--- config.mk ---
export PLATFORM = sky130hd
export DESIGN_NAME = ysyx_25040129_mdu_seq
export DESIGN_NICKNAME = d
export VERILOG_FILES = /design/src/rtl/ysyx_25040129_mdu_seq_pkg.sv /design/src/rtl/ysyx_25040129_mdu_seq_core.sv /design/src/rtl/ysyx_25040129_mdu_seq.sv
export SDC_FILE = /design/constraint.sdc
export NUM_CORES = 1
export LEC_CHECK = 0
export CORE_AREA = 10 10 309 192
export DETAILED_ROUTE_END_ITERATION = 10
export DIE_AREA = 0 0 319 202
export PLACE_DENSITY = 0.48
export SLEW_MARGIN = 20
export SYNTH_ARGS = -nofsm -noshare
export SYNTH_HDL_FRONTEND = slang
export SYNTH_SLANG_ARGS = --single-unit
export TNS_END_PERCENT = 10
--- constraint.sdc ---
create_clock -name i_clk -period 5.1 [get_ports i_clk]
set_input_delay 0.51 -clock i_clk [delete_from_list [all_inputs] [get_ports i_clk]]
set_output_delay 0.51 -clock i_clk [all_outputs]
set_load 0.02 [all_outputs]
--- src/rtl/ysyx_25040129_mdu_seq_pkg.sv ---
// Shared types for the multi-cycle M-extension sequencer: op/state encodings and widths.
// Optional feature macro used by the sequencer: YSYX_25040129_MDU_SINGLE_CYCLE_MUL_EN.
package ysyx_25040129_mdu_seq_pkg;

    localparam int MDU_XLEN   = 32;
    localparam int MDU_REG_AW = 5;

    typedef enum logic [2:0] {
        MDU_MUL    = 3'd0,
        MDU_MULH   = 3'd1,
        MDU_MULHSU = 3'd2,
        MDU_MULHU  = 3'd3,
        MDU_DIV    = 3'd4,
        MDU_DIVU   = 3'd5,
        MDU_REM    = 3'd6,
        MDU_REMU   = 3'd7
    } mdu_op_e;

    typedef enum logic [1:0] {
        ST_IDLE = 2'd0,
        ST_BUSY = 2'd1,
        ST_DONE = 2'd2
    } mdu_state_e;

    function automatic logic op_is_mul(input logic [2:0] op);
        return ~op[2];
    endfunction

    function automatic logic op_is_rem(input logic [2:0] op);
        return op[2] & op[1];
    endfunction

    function automatic logic op_src1_signed(input logic [2:0] op);
        case (mdu_op_e'(op))
            MDU_MUL, MDU_MULH, MDU_MULHSU, MDU_DIV, MDU_REM: return 1'b1;
            default:                                         return 1'b0;
        endcase
    endfunction

    function automatic logic op_src2_signed(input logic [2:0] op);
        case (mdu_op_e'(op))
            MDU_MUL, MDU_MULH, MDU_DIV, MDU_REM: return 1'b1;
            default:                             return 1'b0;
        endcase
    endfunction

endpackage

--- src/rtl/ysyx_25040129_mdu_seq_core.sv ---
// MDU datapath: magnitude capture, shift-add / restoring-divide step, sign fixup, special results.
// With YSYX_25040129_MDU_SINGLE_CYCLE_MUL_EN the multiply is done combinationally at start.
module ysyx_25040129_mdu_seq_core
    import ysyx_25040129_mdu_seq_pkg::*;
#(
    parameter int XLEN = MDU_XLEN
) (
    input  logic            i_clk,
    input  logic            i_rst_n,
    input  logic            i_start,
    input  logic            i_step,
    input  logic            i_finish,
    input  logic [2:0]      i_op,
    input  logic [XLEN-1:0] i_src1,
    input  logic [XLEN-1:0] i_src2,
    output logic            o_fast,
    output logic [XLEN-1:0] o_result
);

    logic [2*XLEN-1:0] r_acc;
    logic [XLEN-1:0]   r_b;
    logic [2:0]        r_op;
    logic              r_neg_q;
    logic              r_neg_r;
    logic [XLEN-1:0]   r_result;

    logic              w_s1, w_s2;
    logic [XLEN-1:0]   w_a, w_b;
    logic              w_special;
    logic [XLEN-1:0]   w_fast_res;
    logic [XLEN:0]     w_mul_sum;
    logic [XLEN:0]     w_div_try;
    logic [XLEN:0]     w_div_diff;
    logic [2*XLEN-1:0] w_acc_step;
    logic [2*XLEN-1:0] w_prod_fix;
    logic [XLEN-1:0]   w_final;
`ifdef YSYX_25040129_MDU_SINGLE_CYCLE_MUL_EN
    logic [2*XLEN-1:0] w_fmul;
`endif

    // Operand magnitudes; the most negative value maps onto 2^(XLEN-1), which still fits unsigned.
    always_comb begin
        w_s1 = op_src1_signed(i_op) & i_src1[XLEN-1];
        w_s2 = op_src2_signed(i_op) & i_src2[XLEN-1];
        w_a  = w_s1 ? (~i_src1 + 1'b1) : i_src1;
        w_b  = w_s2 ? (~i_src2 + 1'b1) : i_src2;
        w_special = ~op_is_mul(i_op) &
                    ((i_src2 == '0) ||
                     (op_src1_signed(i_op) && i_src1 == {1'b1, {(XLEN-1){1'b0}}} && i_src2 == '1));
    end

    always_comb begin
        o_fast = w_special;
        if (i_src2 == '0) w_fast_res = op_is_rem(i_op) ? i_src1 : '1;
        else              w_fast_res = op_is_rem(i_op) ? '0 : i_src1;
`ifdef YSYX_25040129_MDU_SINGLE_CYCLE_MUL_EN
        w_fmul = {{XLEN{1'b0}}, w_a} * {{XLEN{1'b0}}, w_b};
        if (w_s1 ^ w_s2) w_fmul = ~w_fmul + 1'b1;
        if (op_is_mul(i_op)) begin
            o_fast     = 1'b1;
            w_fast_res = (i_op == MDU_MUL) ? w_fmul[XLEN-1:0] : w_fmul[2*XLEN-1:XLEN];
        end
`endif
    end

    // One iteration: upper half is the running partial product / remainder.
    always_comb begin
        w_mul_sum  = {1'b0, r_acc[2*XLEN-1:XLEN]} + (r_acc[0] ? {1'b0, r_b} : '0);
        w_div_try  = r_acc[2*XLEN-1:XLEN-1];
        w_div_diff = w_div_try - {1'b0, r_b};
        if (op_is_mul(r_op))
            w_acc_step = {w_mul_sum, r_acc[XLEN-1:1]};
        else if (w_div_diff[XLEN])
            w_acc_step = {w_div_try[XLEN-1:0], r_acc[XLEN-2:0], 1'b0};
        else
            w_acc_step = {w_div_diff[XLEN-1:0], r_acc[XLEN-2:0], 1'b1};
    end

    always_comb begin
        w_prod_fix = r_neg_q ? (~w_acc_step + 1'b1) : w_acc_step;
        if (op_is_mul(r_op))
            w_final = (r_op == MDU_MUL) ? w_prod_fix[XLEN-1:0] : w_prod_fix[2*XLEN-1:XLEN];
        else if (op_is_rem(r_op))
            w_final = r_neg_r ? (~w_acc_step[2*XLEN-1:XLEN] + 1'b1) : w_acc_step[2*XLEN-1:XLEN];
        else
            w_final = r_neg_q ? (~w_acc_step[XLEN-1:0] + 1'b1) : w_acc_step[XLEN-1:0];
    end

    always_ff @(posedge i_clk) begin
        if (!i_rst_n) begin
            r_acc    <= '0;
            r_b      <= '0;
            r_op     <= '0;
            r_neg_q  <= 1'b0;
            r_neg_r  <= 1'b0;
            r_result <= '0;
        end else if (i_start) begin
            r_op    <= i_op;
            r_acc   <= {{XLEN{1'b0}}, w_a};
            r_b     <= w_b;
            r_neg_q <= w_s1 ^ w_s2;
            r_neg_r <= w_s1;
            if (o_fast) r_result <= w_fast_res;
        end else if (i_step) begin
            r_acc <= w_acc_step;
            if (i_finish) r_result <= w_final;
        end
    end

    assign o_result = r_result;

endmodule

--- src/rtl/ysyx_25040129_mdu_seq.sv ---
// Multi-cycle MUL/DIV sequencer between IDU and LSU: IDLE/BUSY/DONE FSM around the MDU core.
// Optional YSYX_25040129_MDU_SINGLE_CYCLE_MUL_EN makes MUL* complete one cycle after accept.
module ysyx_25040129_mdu_seq
    import ysyx_25040129_mdu_seq_pkg::*;
#(
    parameter int XLEN   = MDU_XLEN,
    parameter int REG_AW = MDU_REG_AW
) (
    input  logic              i_clk,
    input  logic              i_rst_n,
    input  logic              i_flush,
    input  logic              i_in_valid,
    output logic              o_in_ready,
    input  logic [2:0]        i_in_op,
    input  logic [XLEN-1:0]   i_in_src1,
    input  logic [XLEN-1:0]   i_in_src2,
    input  logic [REG_AW-1:0] i_in_rd,
    output logic              o_out_valid,
    input  logic              i_out_ready,
    output logic [XLEN-1:0]   o_out_result,
    output logic [REG_AW-1:0] o_out_rd,
    output logic [REG_AW-1:0] o_busy_rd,
    output logic              o_busy
);

    localparam int CW = $clog2(XLEN);

    mdu_state_e        r_state, w_next;
    logic [CW-1:0]     r_cnt;
    logic [REG_AW-1:0] r_rd;
    logic              w_accept, w_fast, w_step, w_finish;
    logic [XLEN-1:0]   w_result;

    always_ff @(posedge i_clk) begin
        if (!i_rst_n) r_state <= ST_IDLE;
        else          r_state <= w_next;
    end

    always_comb begin
        w_next = r_state;
        case (r_state)
            ST_IDLE: if (w_accept) w_next = w_fast ? ST_DONE : ST_BUSY;
            ST_BUSY: if (r_cnt == CW'(XLEN-1)) w_next = ST_DONE;
            ST_DONE: if (i_out_ready) w_next = ST_IDLE;
            default: w_next = ST_IDLE;
        endcase
        if (i_flush) w_next = ST_IDLE;
    end

    always_comb begin
        o_in_ready   = (r_state == ST_IDLE);
        o_out_valid  = (r_state == ST_DONE);
        o_busy       = (r_state != ST_IDLE);
        o_busy_rd    = o_busy ? r_rd : '0;
        o_out_rd     = o_out_valid ? r_rd : '0;
        o_out_result = o_out_valid ? w_result : '0;
        w_accept     = i_in_valid & o_in_ready & ~i_flush;
        w_step       = (r_state == ST_BUSY) & ~i_flush;
        w_finish     = w_step & (r_cnt == CW'(XLEN-1));
    end

    always_ff @(posedge i_clk) begin
        if (!i_rst_n) begin
            r_cnt <= '0;
            r_rd  <= '0;
        end else if (w_accept) begin
            r_cnt <= '0;
            r_rd  <= i_in_rd;
        end else if (w_step) begin
            r_cnt <= r_cnt + 1'b1;
        end
    end

    ysyx_25040129_mdu_seq_core #(.XLEN(XLEN)) u_core (
        .i_clk    (i_clk),
        .i_rst_n  (i_rst_n),
        .i_start  (w_accept),
        .i_step   (w_step),
        .i_finish (w_finish),
        .i_op     (i_in_op),
        .i_src1   (i_in_src1),
        .i_src2   (i_in_src2),
        .o_fast   (w_fast),
        .o_result (w_result)
    );

endmodule

==> flow_results.xml <==
<?xml version="1.0" encoding="UTF-8"?>
<metrics>
  <group name="status">
    <metric name="outcome" unit="">completed</metric>
  </group>
  <group name="clocking">
    <metric name="cts.root.buffer_cell" unit="">sky130_fd_sc_hd__clkbuf_16</metric>
    <metric name="cts_max_path_buffers" unit="">2</metric>
    <metric name="htree_levels" unit="">4</metric>
    <metric name="worst_setup_hold_path_clk_slew" unit="ns">0.08</metric>
    <metric name="cts_tree" unit="">yes</metric>
    <metric name="clk_latency" unit="ns">0.47</metric>
    <metric name="clock_sink_count" unit="">145</metric>
    <metric name="numCtsBuffers" unit="">17</metric>
  </group>
  <group name="finish">
    <metric name="instances_no_fill" unit="">3223</metric>
    <metric name="finish.net_count" unit="">2645</metric>
    <metric name="drive_gt1_share" unit="%">14.2</metric>
    <metric name="flow.area_growth_from_synthesis" unit="%">25.6</metric>
    <metric name="finish.instance_area" unit="um2">20000</metric>
    <metric name="layout.core_utilization" unit="%">37.4</metric>
  </group>
  <group name="timing">
    <metric name="whs" unit="ns">0.464</metric>
    <metric name="unrepaired_setup_endpoints_after_global_routing" unit="">true</metric>
    <metric name="worst_slew_pin_slew" unit="ns">1.22</metric>
    <metric name="drv_slew" unit="">0</metric>
    <metric name="setup_tns" unit="ns">0</metric>
    <metric name="clock_skew" unit="ns">0.0179</metric>
    <metric name="timing_hold_violations_final" unit="">0</metric>
    <metric name="max_freq" unit="MHz">204</metric>
    <metric name="final-setup-viol-count" unit="">0</metric>
    <metric name="timing.final.crit_period" unit="ns">4.91</metric>
    <metric name="finalWorstSetupSlack" unit="ns">0.192</metric>
    <metric name="min_period_over_period" unit="%">96.2</metric>
    <metric name="maxSlewHeadroom" unit="%">17.5</metric>
  </group>
  <group name="yosys">
    <metric name="dominantRegCellSynth" unit="">sky130_fd_sc_hd__dfxtp_1</metric>
    <metric name="yosys_register_bits" unit="">145</metric>
    <metric name="netlist_instances" unit="">2265</metric>
    <metric name="synth_cell_type_count" unit="">104</metric>
    <metric name="synth_top_cell_by_area" unit="">sky130_fd_sc_hd__dfxtp_1</metric>
    <metric name="syn_avg_cell_area" unit="um2">7.05</metric>
    <metric name="synthesis.yosys.warnings" unit="">0</metric>
    <metric name="synth.top_cells.by_area" unit="">sky130_fd_sc_hd__dfxtp_1 18%, sky130_fd_sc_hd__nand2_1 6.0%, sky130_fd_sc_hd__xnor2_1 5.9%</metric>
    <metric name="synth.top_cell.area_share" unit="%">18.2</metric>
    <metric name="syn_nets" unit="">2415</metric>
    <metric name="mappedNetlistArea" unit="um2">16000</metric>
    <metric name="synth-seq-area-share" unit="%">18.2</metric>
    <metric name="synth-async-reset-ratio" unit="%">0</metric>
    <metric name="number_of_enable_flip_flop_cells_after_synthesis" unit="">0</metric>
  </group>
  <group name="global_routing">
    <metric name="antenna_found_initial" unit="">5</metric>
    <metric name="grtUsageTotal" unit="%">24.4</metric>
    <metric name="grt_first_pass_wirelength" unit="mm">119</metric>
    <metric name="first_global_vias" unit="">17400</metric>
    <metric name="total_global_routing_overflow" unit="">0</metric>
    <metric name="grt_start_max_net_pins" unit="">87</metric>
  </group>
  <group name="setup_path">
    <metric name="r2r.worst_path.cells" unit="">16</metric>
    <metric name="delay_contributed_by_the_slowest_stage_of_the_critical_path" unit="ns">0.64</metric>
    <metric name="start_kind" unit="">flip-flop</metric>
    <metric name="crit_path_end_kind" unit="">flip-flop</metric>
    <metric name="timing.critical_path.fanout_max" unit="">15</metric>
    <metric name="crit-reg2reg-capture" unit="">u_core.o_result[26]</metric>
    <metric name="critical_path.reg2reg.startpoint" unit="">u_core.r_acc[0]</metric>
    <metric name="crit_slowest_cell" unit="">sky130_fd_sc_hd__or4_1</metric>
    <metric name="worstPathArrival" unit="ns">5.26</metric>
    <metric name="crit_path_cell_trace" unit="">buf_4 -&gt; and2_1 -&gt; fa_1 -&gt; a21o_1 -&gt; a221o_1 -&gt; a2111o_1 -&gt; a21oi_1 -&gt; xnor2_1 -&gt; or3b_2 -&gt; o311a_1 -&gt; nor2_2 -&gt; nand4b_1 -&gt; or4_1 -&gt; o211a_1 -&gt; o21ai_0 -&gt; a31oi_1</metric>
    <metric name="crit_type" unit="">flip-flop to flip-flop</metric>
    <metric name="r2r_setup_slack" unit="ns">0.19</metric>
    <metric name="worst_ep_required_time" unit="ns">5.45</metric>
  </group>
  <group name="detailed_routing">
    <metric name="first_iter_violations" unit="">2366</metric>
    <metric name="routedWlPerCell" unit="um">25.5</metric>
    <metric name="detailroute.via_count" unit="">18900</metric>
    <metric name="antenna_violating_nets_post_route" unit="">0</metric>
    <metric name="routed_wl" unit="mm">82.2</metric>
    <metric name="routed_via_density" unit="">5.88</metric>
    <metric name="drt_pass1_iterations" unit="">7</metric>
    <metric name="drcViolationCount" unit="">0</metric>
  </group>
  <group name="power">
    <metric name="comb_power_share" unit="%">38.0</metric>
    <metric name="p_int" unit="mW">2.51</metric>
    <metric name="static-leakage-power" unit="nW">7.68</metric>
    <metric name="max_ir_drop_vdd" unit="mV">0.253</metric>
    <metric name="sw_frac_of_total" unit="%">40.4</metric>
    <metric name="power_density" unit="nW/um2">210</metric>
    <metric name="fin_total_pwr" unit="mW">4.21</metric>
    <metric name="power_dissipated_by_switching_net_loads" unit="mW">1.70</metric>
    <metric name="seq_power_share" unit="%">29.3</metric>
    <metric name="power.clock.fraction" unit="%">32.7</metric>
  </group>
  <group name="worst_hold_path">
    <metric name="holdPathEnd" unit="">u_core.o_result[1]</metric>
    <metric name="hold_path_class" unit="">flip-flop to flip-flop</metric>
    <metric name="hold_path_startpoint" unit="">u_core.o_result[1]</metric>
    <metric name="hold-path-cell-count" unit="">2</metric>
  </group>
  <group name="placement">
    <metric name="detailedPlacementHpwl" unit="mm">67.1</metric>
    <metric name="place.detailed.instances" unit="">3185</metric>
    <metric name="placed_cell_area" unit="um2">19300</metric>
    <metric name="gp_congestion" unit="">1.00</metric>
    <metric name="preCtsSetupSlack" unit="ns">-0.140</metric>
    <metric name="port_buffers" unit="">121</metric>
  </group>
  <group name="die">
    <metric name="placement_rows" unit="">66</metric>
    <metric name="dieArea" unit="um2">64400</metric>
    <metric name="fp.dieH" unit="um">202</metric>
    <metric name="die_w" unit="um">319</metric>
    <metric name="fp.coreArea" unit="um2">53600</metric>
    <metric name="io_pins" unit="">122</metric>
    <metric name="start_util" unit="%">29.8</metric>
  </group>
  <group name="run">
    <metric name="cap_viol_max_count" unit="">0</metric>
  </group>
</metrics>
kinds of logic (layout without fill, tap and decap cells):
family / count (synthesis) / count (layout) / synth area share [%]
flip-flops: 145 / 145 / 18.2
AO/OA/AOI/OAI: 755 / 755 / 31.8
multiplexers: 45 / 45 / 2.88
XOR/XNOR: 176 / 176 / 9.66
AND/OR/NAND/NOR: 854 / 854 / 26.3
adder cells (fa/ha/maj): 74 / 74 / 5.88
other: 0 / 1 / 0
buffers and inverters: 216 / 459 / 5.35
synthesized netlist by cell type, drive strengths merged, types with 24 or more instances:
library cell,instances
nand2,256
nor2,200
a21oi,190
o21ai,176
dfxtp,145
and2,109
xnor2,108
clkbuf,104
inv,74
a211oi,71
ha,71
nor3,71
xor2,68
o211ai,58
nand3,49
mux2i,41
buf,37
o31ai,32
a31oi,31
nand4,30
or3,26
a221oi,25
a21o,24
nor4,24
power groups by stage:
stage	sequential [mW]	combinational, mW	clock [mW]
finish	1.23	1.60	1.38
global route	1.24	1.69	1.44
CTS	1.23	1.52	1.39
detailed placement	1.25	1.51	0
global placement	1.25	1.51	0
floorplan	1.23	0.850	0
worst max path at each step:
stage                           startpoint             endpoint  slack [ns]  cells past startpoint
after floorplan           u_core.r_acc[31]  u_core.o_result[30]        0.51                     20
after global placement     u_core.r_acc[0]  u_core.o_result[25]       -0.18                     19
after detailed placement   u_core.r_acc[0]  u_core.o_result[25]       -0.14                     19
after CTS                  u_core.r_acc[0]  u_core.o_result[30]        0.09                     18
after global routing      u_core.r_acc[31]  u_core.o_result[30]       -0.04                     21
final                      u_core.r_acc[0]  u_core.o_result[26]        0.19                     16
cells in the final DEF (no fill, tap or decap), drive strengths merged, types with 20 or more instances in the layout:
master	n
nand2	256
buf	232
nor2	200
a21oi	190
o21ai	176
dfxtp	145
clkdlybuf4s50	120
and2	109
xnor2	108
inv	79
ha	71
nor3	71
a211oi	71
xor2	68
o211ai	58
nand3	49
mux2i	41
o31ai	32
a31oi	31
nand4	30
or3	26
a221oi	25
a21o	24
nor4	24
clkbuf	20
routing by layer:
layer | wire [um] | vias to the layer above | GRT usage [%]
li1 | - | 8788 | -
met1 | 42100 | 9122 | 39.3
met2 | 28000 | 976 | 28.7
met3 | 11400 | 58 | 9.51
met4 | 647 | 2 | 3.16
met5 | 12 | - | 0
state kept, by name, indices dropped and copies added, names as in the netlist:
signal           count
r_state              2
u_core.r_acc        64
u_core.r_neg_q       1
u_core.r_neg_r       1
u_core.r_op          3
u_core.o_result     32
u_core.r_b          32
r_cnt                5
r_rd                 5
area by class of cell:
type                       count  area (um2)
antenna                        1        2.50
clock buffer                  20         447
clock inverter                12         149
fill                        5628       33500
inverter                      75         282
multi-input combinational   1904       12400
sequential                   145        2910
tap                          714         893
timing repair buffer         352        3010
worst max-delay path, delay by kind of cell, from the launching register on:
family          cells  cell delay, ns
compound gates      8            1.93
simple gates        5            1.71
fa+ha+maj           1            0.44
flops               1            0.37
buf+inv             1            0.20
xor+xnor            1            0.12
timing repair:
item / 4_1_cts / 5_1_grt
hold buffers: 0 / 0
endpoints found under the setup margin: 1 / 22
buffers inserted: 0 / 4
endpoints found under the hold margin: 0 / 0
pin swaps: 0 / 4
gates resized for setup: 2 / 33
gates cloned: 0 / 1
Power figures use the tool's default switching activity.
